### src/rtl/multi_sync_filter.sv
// Multi-channel pad-input synchronizer with per-channel debounce filter
// and registered one-clock rise/fall strobes.
module multi_sync_filter #(
    parameter int unsigned CHANNELS      = 4,
    parameter int unsigned SYNC_STAGES   = 2,
    parameter int unsigned FILTER_CYCLES = 4,
    parameter logic        RESET_LEVEL   = 1'b0
) (
    input  logic                clk,
    input  logic                reset_n,
    input  logic [CHANNELS-1:0] data_in,
    output logic [CHANNELS-1:0] level_out,
    output logic [CHANNELS-1:0] rise_out,
    output logic [CHANNELS-1:0] fall_out,
    output logic                change_out
);

    localparam int unsigned FILT_LEN  = (FILTER_CYCLES == 0) ? 1 : FILTER_CYCLES;
    localparam int unsigned CNT_RAW   = $clog2(FILTER_CYCLES + 1);
    localparam int unsigned CNT_WIDTH = (CNT_RAW < 1) ? 1 : CNT_RAW;
    localparam logic [CNT_WIDTH-1:0] CNT_MAX = CNT_WIDTH'(FILT_LEN - 1);

    if (SYNC_STAGES < 2) begin : g_bad_cfg
        $error("multi_sync_filter: SYNC_STAGES must be at least 2");
    end

    logic [SYNC_STAGES-1:0][CHANNELS-1:0]  sync_q, sync_d;
    logic [CHANNELS-1:0][CNT_WIDTH-1:0]    cnt_q, cnt_d;
    logic [CHANNELS-1:0]                   level_q, level_d;
    logic [CHANNELS-1:0]                   rise_q, rise_d;
    logic [CHANNELS-1:0]                   fall_q, fall_d;
    logic                                  change_q, change_d;
    logic [CHANNELS-1:0]                   sync_s;

    assign sync_s = sync_q[SYNC_STAGES-1];

    // Shift chain: stage 0 samples the raw pads.
    always_comb begin
        sync_d    = sync_q;
        sync_d[0] = data_in;
        for (int unsigned s = 1; s < SYNC_STAGES; s++) begin
            sync_d[s] = sync_q[s-1];
        end
    end

    // Level flips only after FILT_LEN consecutive mismatching samples.
    always_comb begin
        level_d = level_q;
        cnt_d   = cnt_q;
        rise_d  = '0;
        fall_d  = '0;
        for (int unsigned i = 0; i < CHANNELS; i++) begin
            if (sync_s[i] == level_q[i]) begin
                cnt_d[i] = '0;
            end else if (cnt_q[i] == CNT_MAX) begin
                level_d[i] = sync_s[i];
                cnt_d[i]   = '0;
                rise_d[i]  = sync_s[i];
                fall_d[i]  = ~sync_s[i];
            end else begin
                cnt_d[i] = cnt_q[i] + CNT_WIDTH'(1);
            end
        end
        change_d = |(rise_d | fall_d);
    end

    always_ff @(posedge clk or negedge reset_n) begin
        if (!reset_n) begin
            sync_q   <= {(SYNC_STAGES*CHANNELS){RESET_LEVEL}};
            cnt_q    <= '0;
            level_q  <= {CHANNELS{RESET_LEVEL}};
            rise_q   <= '0;
            fall_q   <= '0;
            change_q <= 1'b0;
        end else begin
            sync_q   <= sync_d;
            cnt_q    <= cnt_d;
            level_q  <= level_d;
            rise_q   <= rise_d;
            fall_q   <= fall_d;
            change_q <= change_d;
        end
    end

    assign level_out  = level_q;
    assign rise_out   = rise_q;
    assign fall_out   = fall_q;
    assign change_out = change_q;

endmodule

### config.mk
export PLATFORM = sky130hd
export DESIGN_NAME = multi_sync_filter
export DESIGN_NICKNAME = d
export VERILOG_FILES = /design/src/rtl/multi_sync_filter.sv
export SDC_FILE = /design/constraint.sdc
export NUM_CORES = 1
export LEC_CHECK = 0
export ABC_AREA = 1
export ABC_CLOCK_PERIOD_IN_PS = 1500
export CAP_MARGIN = 40
export CORE_MARGIN = 2
export CORE_UTILIZATION = 55
export DETAILED_ROUTE_END_ITERATION = 7
export PLACE_DENSITY_LB_ADDON = 0.2
export SYNTH_ARGS = -nofsm -noshare
export SYNTH_HDL_FRONTEND = slang
export SYNTH_SLANG_ARGS = --single-unit
### constraint.sdc
create_clock -name clk -period 1.5 [get_ports clk]
set_input_delay 0.15 -clock clk [delete_from_list [all_inputs] [get_ports clk]]
set_output_delay 0.15 -clock clk [all_outputs]
set_load 0.05 [all_outputs]
==> results.sh <==
export IMPL_min_period_ps=1113
export IMPL_clk_pin_slew_worst_paths_ps=90
export IMPL_grt_ovfl_total=0
export IMPL_antennaDiodeCount=0
export IMPL_die_w_microns=51.34
export IMPL_antenna_left=0
export IMPL_area_delta_synth_final_pct=19.39
export IMPL_dr_wl_met2_microns=858
export IMPL_worstPathArrival_ps=1320
export IMPL_core_area_sq_um=2170
export IMPL_final_common_cell="dfrtp_1"
export IMPL_nets=148
export IMPL_p_per_area_nw_per_um2=1687
export IMPL_grtUsageTotal_pct=16.48
export IMPL_dpl_cell_area_sq_um=1423
export IMPL_wire_per_inst_microns=10.28
export IMPL_drc=0
export IMPL_p_leak_uw=0.0007907
export IMPL_drv_slew=0
export IMPL_cp_end_kind="flip-flop"
export IMPL_grt_pass1_wl_mm=2.967
export IMPL_hold_viol=0
export IMPL_totalPowerFinal_uw=2483
export IMPL_start_util_pct=56.81
export IMPL_cp_required_ps=1710
export IMPL_mappedNetlistArea_sq_um=1232
export IMPL_dr_total_vias=769
export IMPL_final_layout_size_suffix_gt1_share_pct=25.90
export IMPL_syn_nets=122
export IMPL_crit_fanout=3
export IMPL_htreeDepth=2
export IMPL_maxCapViolCount=0
export IMPL_routed_top_layer="met4"
export IMPL_clock_latency_ps=310
export IMPL_clkSinkCount=33
export IMPL_period_share_pct=74.18
export IMPL_cts_buffers_inserted=5
export IMPL_die_area_sq_um=2635
export IMPL_postSynthAreaPerCell_sq_um=11.00
export IMPL_post_drt_via_cell_ratio=4.605
export IMPL_critPathLaunchType="flip-flop"
export IMPL_rsz0062_at_grt="no"
export IMPL_final_area_sq_um=1471
export IMPL_seq_area_frac_synth_pct=67.01
export IMPL_cts_root_buf="clkbuf_4"
export IMPL_clock_skew_ps=7.382
export IMPL_first_iter_violations=7
export IMPL_grt_antenna_before_repair=0
export IMPL_die_h_microns=51.34
export IMPL_synthCells=112
export IMPL_stdcell_count=167
export IMPL_post_synth_top_area_cell="dfrtp_1"
export IMPL_synth_seq_cells=33
export IMPL_drt_met1_wl_microns=732
export IMPL_ios=19
export IMPL_wl_met3_microns=96
export IMPL_cts_tree="done"
export IMPL_post_cts_buffers=0
export IMPL_utilization_pct=67.82
export IMPL_dp_cells=159
export IMPL_grt_max_degree=34
export IMPL_gp_congestion=0.7706
export IMPL_slew_headroom_pct=73.58
export IMPL_status="completed"
export IMPL_clockBufferDepth=2
export IMPL_max_clock_freq_mhz=898.8
export IMPL_io_buffer_count=18
export IMPL_most_common_layout_cells="dfrtp_1, nand2_1, inv_1, buf_4, nor2_1"
export IMPL_synth_area_leaders="dfrtp_1, nand2_1, inv_1"
export IMPL_worst_pin_slew_ps=396.3
export IMPL_holdCritPathClass="input port to asynchronous set/reset pin"
export IMPL_wirelength_mm=1.716
export IMPL_path_class="flip-flop to flip-flop"
export IMPL_cts_hold_buf=0
export IMPL_ys_warn_count=0
export IMPL_finalSetupViolCount=0
export IMPL_cts_resized=0
export IMPL_yosysUniqueCellTypes=15
export IMPL_dpl_hpwl_mm=1.279
export IMPL_tns_ps=0
export IMPL_rows=17
export IMPL_yosysTopAreaCellShare_pct=67.01
export IMPL_grt_pass1_vias=754
export IMPL_firstDrtPassIters=4
export IMPL_ir_worst_vdd_mv=1.030
area by class of cell:
| cell class | count | area, sq um |
|---|---|---|
| sequential | 33 | 825.8 |
| multi-input combinational | 60 | 335.3 |
| tap | 28 | 35.03 |
| clock buffer | 8 | 48.80 |
| timing repair buffer | 19 | 155.1 |
| fill | 169 | 698.2 |
| inverter | 19 | 71.32 |
Yosys cell counts:
cell / instances
a21oi_1: 3
nor3b_2: 1
nand2_2: 5
nand2_1: 20
nor2_2: 5
nand3_1: 1
nor3_1: 5
inv_1: 17
nor2_1: 11
inv_2: 2
nor2_4: 3
dfrtp_1: 33
nand3_2: 1
o21ai_0: 1
ha_1: 4
worst max-delay path, stage by stage, from the launching register on:
cell	delay (ps)
dfrtp_1	390
ha_1	210
nand2_1	110
inv_1	70
nand2_1	70
nand2_1	50
inv_1	50
nand2_1	40
layer usage:
layer | vias up | track usage (%)
met3 | 4 | 9.357
met1 | 358 | 16.87
met5 | - | 0
met2 | 20 | 26.41
li1 | 387 | -
met4 | 0 | 9.211
where the power goes:
part	switching (uW)	total, uW	internal, uW	leakage [uW]
logic	587	872	284	0.000340
clock network	252	438	187	0.0000265
registers	109	1170	1060	0.000424
total	948	2480	1530	0.000791
path summary, 6_finish.rpt:
kind                            startpoint         end  cells past startpoint  slack (ps)
worst max-delay path              cnt_q[9]  change_out                      7         390
worst min-delay path               reset_n    cnt_q[9]                      2         230
worst max register to register    cnt_q[9]  change_out                      7         390
worst min register to register   sync_d[5]   sync_s[1]                      0         360
max in group asynchronous          reset_n    cnt_q[7]                      2         980
min in group clk                data_in[0]   sync_d[4]                      1         270
logic make-up (layout without fill, tap and decap cells):
| logic type | count (synthesis) | count (layout) | share of synthesized area [%] |
|---|---|---|---|
| and+or+nand+nor | 52 | 52 | 21.52 |
| adders and majority gates | 4 | 4 | 4.061 |
| DFF | 33 | 33 | 67.00 |
| buffers and inverters | 19 | 46 | 5.787 |
| AOI/OAI and AO/OA | 4 | 4 | 1.624 |
stage by stage:
| stage | setup slack, ps | hold WS, ps |
|---|---|---|
| after floorplan | 326.7 | -145.6 |
| after global placement | 418.2 | 334.2 |
| after detailed placement | 396.3 | 338.6 |
| final | 387.4 | 232.9 |
| after global routing | 309.8 | 235.6 |
| after CTS | 384.7 | 234.1 |
registers in the layout, summed over array words and instances, names as in the netlist:
signal      count
rise_out        4
sync_d          4
level_out       4
change_out      1
sync_s          4
cnt_q          12
fall_out        4
No activity file was read; power rests on OpenSTA's default activity.
